===== config.mk =====
export PLATFORM = sky130hd
export DESIGN_NAME = yuu_common_reg_slave
export DESIGN_NICKNAME = d
export VERILOG_FILES = /design/src/rtl/yuu_common_pkg.sv /design/src/rtl/yuu_common_reg_slave.sv
export SDC_FILE = /design/constraint.sdc
export NUM_CORES = 1
export LEC_CHECK = 0
export BUFFER_PORTS_ARGS = -buffer_cell sky130_fd_sc_hd__clkbuf_2
export CORE_AREA = 4 4 433 435
export DETAILED_ROUTE_END_ITERATION = 10
export DIE_AREA = 0 0 437 439
export GPL_ROUTABILITY_DRIVEN = 0
export PLACE_DENSITY = 0.3
export SYNTH_ARGS = -nofsm -noshare
export SYNTH_HDL_FRONTEND = slang
export SYNTH_SLANG_ARGS = --single-unit

===== constraint.sdc =====
create_clock -name clk -period 2.8 [get_ports clk]
set_clock_uncertainty 0.2 [all_clocks]
set_input_delay 0.14 -clock clk [delete_from_list [all_inputs] [get_ports clk]]
set_output_delay 0.14 -clock clk [all_outputs]
set_load 0.02 [all_outputs]

===== src/rtl/yuu_common_pkg.sv =====
// Shared types for the yuu common register slave: handshake FSM states and the
// registered response payload.
package yuu_common_pkg;

  // Widest register supported; narrower instances use the low bits of rdata.
  localparam int MAX_DATA_W = 64;

  typedef enum logic {
    IDLE = 1'b0,
    RESP = 1'b1
  } state_e;

  typedef struct packed {
    logic [MAX_DATA_W-1:0] rdata;
    logic                  error;
  } rsp_t;

endpackage


===== src/rtl/yuu_common_reg_slave.sv =====
// Register slave: valid/ready request port, a held response, sticky hw_set bits.
// Optional macro YUU_COMMON_REG_SLAVE_ERR_EN flags out-of-range accesses with rsp_error.
module yuu_common_reg_slave
  import yuu_common_pkg::*;
#(
  parameter int                         ADDR_W   = 8,
  parameter int                         DATA_W   = 32,
  parameter int                         NUM_REGS = 16,
  parameter logic [NUM_REGS*DATA_W-1:0] WR_MASK  = '1,
  parameter logic [NUM_REGS*DATA_W-1:0] RST_VAL  = '0
) (
  input  logic                         clk,
  input  logic                         rst_n,
  input  logic                         req_valid,
  output logic                         req_ready,
  input  logic                         req_write,
  input  logic [ADDR_W-1:0]            req_addr,
  input  logic [DATA_W-1:0]            req_wdata,
  input  logic [DATA_W/8-1:0]          req_strb,
  output logic                         rsp_valid,
  input  logic                         rsp_ready,
  output logic [DATA_W-1:0]            rsp_rdata,
  output logic                         rsp_error,
  input  logic [NUM_REGS*DATA_W-1:0]   hw_set,
  output logic [NUM_REGS*DATA_W-1:0]   reg_q
);

  localparam int          STRB_W     = DATA_W / 8;
  localparam int          IDX_LSB    = $clog2(STRB_W);
  localparam int          IDX_W      = ADDR_W - IDX_LSB;
  localparam logic [31:0] NUM_REGS_U = NUM_REGS;

  state_e              state_q;
  state_e              state_d;
  rsp_t                rsp_q;
  rsp_t                rsp_d;
  logic [DATA_W-1:0]   regs_q [NUM_REGS];
  logic [DATA_W-1:0]   regs_d [NUM_REGS];
  logic [IDX_W-1:0]    req_idx;
  logic [31:0]         idx_ext;
  logic                in_range;
  logic                accept;
  logic                wr_accept;
  logic [DATA_W-1:0]   strb_mask;
  logic [DATA_W-1:0]   rd_val;

  assign req_idx   = req_addr[ADDR_W-1:IDX_LSB];
  assign idx_ext   = 32'(req_idx);
  assign in_range  = (idx_ext < NUM_REGS_U);
  assign accept    = req_valid & req_ready;
  assign wr_accept = accept & req_write & in_range;

  always_comb begin
    strb_mask = '0;
    for (int b = 0; b < STRB_W; b++) begin
      strb_mask[b*8 +: 8] = {8{req_strb[b]}};
    end
  end

  // Read mux compares the full index so out-of-range reads fall through to zero.
  always_comb begin
    rd_val = '0;
    for (int i = 0; i < NUM_REGS; i++) begin
      if (idx_ext == 32'(i)) begin
        rd_val = regs_q[i];
      end
    end
  end

  // hw_set is applied after the software write so a same-cycle collision ends at 1.
  always_comb begin
    for (int i = 0; i < NUM_REGS; i++) begin
      regs_d[i] = regs_q[i];
      if (wr_accept && (idx_ext == 32'(i))) begin
        regs_d[i] = (req_wdata & strb_mask & WR_MASK[i*DATA_W +: DATA_W]) |
                    (regs_q[i] & ~(strb_mask & WR_MASK[i*DATA_W +: DATA_W]));
      end
      regs_d[i] = regs_d[i] | hw_set[i*DATA_W +: DATA_W];
    end
  end

  always_ff @(posedge clk or negedge rst_n) begin
    if (!rst_n) begin
      for (int i = 0; i < NUM_REGS; i++) begin
        regs_q[i] <= RST_VAL[i*DATA_W +: DATA_W];
      end
    end else begin
      for (int i = 0; i < NUM_REGS; i++) begin
        regs_q[i] <= regs_d[i];
      end
    end
  end

  always_ff @(posedge clk or negedge rst_n) begin
    if (!rst_n) begin
      state_q <= IDLE;
    end else begin
      state_q <= state_d;
    end
  end

  always_comb begin
    state_d = state_q;
    case (state_q)
      IDLE:    if (req_valid) state_d = RESP;
      RESP:    if (rsp_ready) state_d = IDLE;
      default: state_d = IDLE;
    endcase
  end

  always_comb begin
    req_ready = (state_q == IDLE);
    rsp_valid = (state_q == RESP);
  end

  // The response is captured at accept and held untouched for the whole RESP state.
  always_comb begin
    rsp_d = rsp_q;
    if (accept) begin
      rsp_d.rdata = (req_write || !in_range) ? '0 : MAX_DATA_W'(rd_val);
`ifdef YUU_COMMON_REG_SLAVE_ERR_EN
      rsp_d.error = !in_range;
`else
      rsp_d.error = 1'b0;
`endif
    end
  end

  always_ff @(posedge clk or negedge rst_n) begin
    if (!rst_n) begin
      rsp_q <= '0;
    end else begin
      rsp_q <= rsp_d;
    end
  end

  assign rsp_rdata = rsp_q.rdata[DATA_W-1:0];
  assign rsp_error = rsp_q.error;

  for (genvar g = 0; g < NUM_REGS; g++) begin : g_reg_q
    assign reg_q[g*DATA_W +: DATA_W] = regs_q[g];
  end

  if (IDX_LSB > 0) begin : g_addr_lsb
    logic unused_addr_lsb;
    assign unused_addr_lsb = ^req_addr[IDX_LSB-1:0];
  end

  if (DATA_W < MAX_DATA_W) begin : g_rdata_hi
    logic unused_rdata_hi;
    assign unused_rdata_hi = ^rsp_q.rdata[MAX_DATA_W-1:DATA_W];
  end

endmodule


**Yosys cells after proc, flatten, opt, wreduce, memory -nomap -nowiden**

Cells that the tools add are included.
Widths: inputs -> output; s select.

- Register bits: 545
- Input bits: 561
- Logic and storage cells: 143

- $lt $le $gt $ge: 1
- Equality and inequality tests: 15
- Mux-type cells: 36
- Bitwise operators: 54
- Reductions and logical operators: 19

Operators by type and width:

| cell | number |
|---|---|
| $mux 32 | 33 |
| $or 32x32->32 | 32 |
| $and 32x32->32 | 17 |
| $eq 6x4->1 const B | 8 |
| $logic_not 32->1 | 1 |
| $not 32->32 | 1 |
| $eq 6x3->1 const B | 4 |
| $logic_and 1x1->1 | 16 |
| $eq 6x2->1 const B | 2 |
| $eq 6x1->1 const B | 1 |
| $lt 6x5->1 const B | 1 |
| $and 1x1->1 | 3 |
| $mux 1 | 2 |
| $pmux 1 s2 | 1 |
| $logic_not 1->1 | 1 |
| $logic_or 1x1->1 | 1 |
| $not 1->1 | 1 |

**Logic depth before layout (Yosys ltp)**

- Depth in word-level cells: 18
- Depth in mapped cells: 11
- Depth with buffers taken out: 6

**Worst setup path before layout**

OpenSTA, ideal clock, no wires.

- Path kind: flip-flop to flip-flop
- Start point: reg state_q (netlist: rsp_valid)
- End point: reg rsp_q (netlist bit rsp_rdata[5])
- Arrival time: 1.932 ns
- Setup slack: 0.591 ns
- Stages on the path, launching flop included: 8
- Path buffers: 2
- Period minus slack after synthesis: 2.209 ns
- Cell sequence: dfrtp_1 nand2b_1 clkbuf_1 or4_1 clkbuf_1 nor3_1 o211ai_1 o21ai_1

- Cells in the longest elaborated chain, start to end: 2

Ends and longest elaborated chain:

| item | RTL line | source |
|---|---|---|
| start, declared | yuu_common_reg_slave.sv:33 | `state_e state_q;` |
| start signal, assigned | yuu_common_reg_slave.sv:98 | `state_q <= state_d;` |
| $not 1->1 | yuu_common_reg_slave.sv:112 | `req_ready = (state_q == IDLE);` |
| $and 1x1->1 | yuu_common_reg_slave.sv:50 | `assign accept = req_valid & req_ready;` |
| end signal, assigned | yuu_common_reg_slave.sv:133 | `rsp_q <= rsp_d;` |
| end, declared | yuu_common_reg_slave.sv:35 | `rsp_t rsp_q;` |

No other way between the ends.
A chain may end at the register's enable or synchronous reset.

**Final worst setup path**

- Start point: in req_addr[6]
- End point: reg rsp_q (netlist bit rsp_rdata[1])

- Cells in the longest elaborated chain, start to end: 18
- Elaborated cells on any way between the ends: 36
- Classes of those cells: order compare: 1; eq/ne: 15; mux: 17; reduce/logical: 3

Ends and longest elaborated chain:

| item | RTL line | source |
|---|---|---|
| start, declared | yuu_common_reg_slave.sv:17 | `input logic [ADDR_W-1:0] req_addr,` |
| $logic_not 32->1 | yuu_common_reg_slave.sv:64 | `if (idx_ext == 32'(i)) begin` |
| $mux 32 (16 in a row) | yuu_common_reg_slave.sv:64 |  |
| $mux 32 * | yuu_common_reg_slave.sv:120 | `rsp_d.rdata = (req_write \|\| !in_range) ? '0 : MAX_DATA_W'(rd_val);` |

Mark *: on every way between the ends. The rest lies on a longest branch, timed or not.

==> impl_metrics.yaml <==
power:
  clkPwrFrac_pct: 48.5
  cellPowerDensity_nw_per_um2: 419
  ir_drop_v: 0.000333
  internal_power_mw: 15.7
  cellLeakagePower_nw: 22.4
  seqPwrFrac_pct: 37.0
  p_sw_mw: 5.75
  p_sw_share_pct: 26.9
  p_comb_share_pct: 14.5
setup_path:
  critPathArrivalTime_ns: 3.21
  crit_path_start_kind: "input port"
  path_cells: "dlygate4sd3_1 > clkbuf_2 > or4b_2 > nor2_1 > a221o_1 > o21ai_0 > buf_4 > nand4_1 > a32o_1"
  cp.required_ns: 3.26
  slowest_delay_ns: 0.90
  critical_path_buf_inv_count: 3
  cp_max_fo: 8
  crit_slowest_cell: "or4b_2"
  critical_path_class: "in2reg"
  critPathTopFamily: "simple AND/OR/NAND/NOR gates"
  worst_setup_path_end_kind: "flop"
clock_network:
  clock_sinks: 545
  post_cts_buffers: 0
  cts_buffers: 78
  clk_pin_slew_worst_paths_ns: 0.07
  cts_tree: "yes"
  cts_max_path_buffers: 3
  cts-root-buf: "clkbuf_16"
  insertion_delay_ns: 0.72
  htreeDepth: 3
timing:
  final.min_clock_period_ns: 2.75
  fin_crit_sh_pct: 98.2
  whs_ns: 0.0498
  slew_headroom_pct: 38.8
  report.final.slew_viol_count: 0
  final_hold_viol_count: 0
  setup_tns_ns: 0
  finalSetupViolCount: 0
  fmax_mhz: 364
  tightest_slew_ns: 0.895
yosys:
  synth_cells: 3084
  synthArstFlopShare_pct: 100
  synth-edff-count: 0
  synth_cell_types: 63
  postSynthAreaPerCell_sq_um: 8.92
  synth_top_area_share_pct: 49.6
  ys_ff_latch: 545
  yosys_most_used_dff: "dfrtp_1"
  synth_warnings: 0
  syn_nets: 3645
  synthTopCellsByArea: "dfrtp_1, nand2_1, nand3b_1"
  yosysTopAreaCell: "dfrtp_1"
  syn_area_sq_um: 27500
  yosysSeqAreaShare_pct: 49.6
global_route:
  top_usage_layer: "met2"
  grt_pass1_wl_mm: 322
  met1_usage_pct: 30.2
  grt_antenna_before_repair: 28
  grtUsageMet3_pct: 3.70
  grt_use_total_pct: 24.3
  first_global_vias: 36200
  grt_max_degree: 70
  overflow: 0
  met2_usage_pct: 42.7
floorplan:
  dieHeight_microns: 439
  die_w_microns: 437
  pin_count: 1108
  initial_core_util_pct: 15.0
  die_area_sq_um: 192000
  rows: 157
  coreArea_sq_um: 183000
placed_design:
  hpwl_mm: 192
  portBuffers: 1104
drt:
  drc_errors: 0
  drt_iter0_markers: 2395
  wirelength_mm: 242
  routedWlPerCell_microns: 30.5
  dr_total_vias: 34400
  firstDrtPassIters: 9
  viasPerCell: 4.34
  drtAntennaViolNets: 0
final_layout:
  layout-drive-gt1-share_pct: 29.4
  n_fill_cell: 20000
  syn2layout_area_growth_pct: 85.6
  nets: 5966
  postLayoutCoreUtil_pct: 27.9
hold_path:
  hold_path_class: "in2reg"
run_status:
  run_status: "completed"
run:
  cap_viol_max_count: 0
-- routing by layer --
| metal | vias to the layer above | wire (microns) | share of wire, % |
|---|---|---|---|
| met1 | 17500 | 101000 | 42 |
| met3 | 277 | 11400 | 4.7 |
| met4 | 4 | 8770 | 3.6 |
| met5 | - | 21 | 0.0087 |
| li1 | 15300 | - | - |
| met2 | 1339 | 120000 | 50 |
-- power groups by stage --
stage | logic, mW | clock network (mW) | registers (mW)
floorplan | 0.570 | 0 | 8.08
global placement | 1.97 | 0 | 8.06
detailed placement | 1.96 | 0 | 8.06
CTS | 3.16 | 10.7 | 7.92
global route | 3.30 | 10.9 | 7.92
finish | 3.11 | 10.4 | 7.92
-- worst register-to-register path, delay by kind of cell, from the launching register on --
family | cells | cell delay (ns)
flip-flops | 1 | 0.43
buffers and inverters | 2 | 0.82
AND/OR/NAND/NOR | 2 | 0.91
AO/OA/AOI/OAI | 1 | 0.19
-- synth_stat cells (26+ instances only) --
library cell and count:
nand2_1 1183, clkbuf_1 89, mux2i_1 29, nor2_1 87, a22oi_1 64, nand3_1 26
buf_2 63, nand3b_1 511, dfrtp_1 545, o21ai_0 73, a21oi_1 61, nor2_2 42
-- final timing paths --
path / startpoint / to / slack (ns) / cells past startpoint
worst max register to register: rsp_valid$_DFF_PN0_ / rsp_rdata[12]$_DFFE_PN0P_ / 0.16 / 5
max in group asynchronous: rst_n / reg_q[250]$_DFF_PN0_ / 1.03 / 6
worst max-delay path: req_addr[6] / rsp_rdata[1]$_DFFE_PN0P_ / 0.05 / 9
worst min-delay path: hw_set[261] / reg_q[261]$_DFF_PN0_ / 0.05 / 3
min in group asynchronous: rst_n / reg_q[293]$_DFF_PN0_ / 0.48 / 4
worst min register to register: rsp_rdata[15]$_DFFE_PN0P_ / rsp_rdata[15]$_DFFE_PN0P_ / 0.28 / 2
-- logic make-up after synthesis --
kind of cell | count (synthesis) | synth area share, %
AND/OR/NAND/NOR | 1928 | 34.9
flip-flops | 545 | 49.6
AO/OA/AOI/OAI | 363 | 9.11
buffers and inverters | 180 | 3.04
multiplexers | 67 | 3.39
other | 1 | 0.0136
-- stage by stage --
stage	cells	worst slack (ns)	area (sq um)	total power, mW
global placement	6746	-0.404	38000	10.0
finish	7933	0.0506	51100	21.4
CTS	7925	0.0707	51100	21.8
detailed placement	6746	-0.382	38000	10.0
floorplan	3084	0.591	27500	8.65
global route	7931	-0.0188	51100	22.2
-- state kept, by name, indices dropped and copies added, names as in the netlist --
signal,flops
reg_q,512
rsp_rdata,32
rsp_valid,1
-- timing repair --
item,in CTS,in global routing
endpoints found under the hold margin,1084,0
gates resized for setup,1,0
endpoints found under the setup margin,1,0
hold buffers,1043,0
-- cells in the final DEF, fill, tap and decap left out, drive strengths merged, types with 29 or more instances in the layout --
cell type / instances
nand3b: 511
buf: 270
nand2: 1187
nor2: 137
dlygate4sd3: 1042
a21oi: 61
o21ai: 85
dfrtp: 545
clkbuf: 1218
mux2i: 29
a22oi: 64
-- layout make-up --
class	instances	area (sq um)	area share, %
Tap cell	2464	3080	6.04
Antenna cell	8	20.0	0.0392
Inverter	7	26.3	0.0514
Clock buffer	116	2300	4.50
Timing Repair Buffer	2414	18600	36.4
Clock inverter	20	255	0.500
Multi-Input combinational cell	2359	13200	25.8
Sequential cell	545	13600	26.7
No activity file was read; power rests on OpenSTA's default activity.
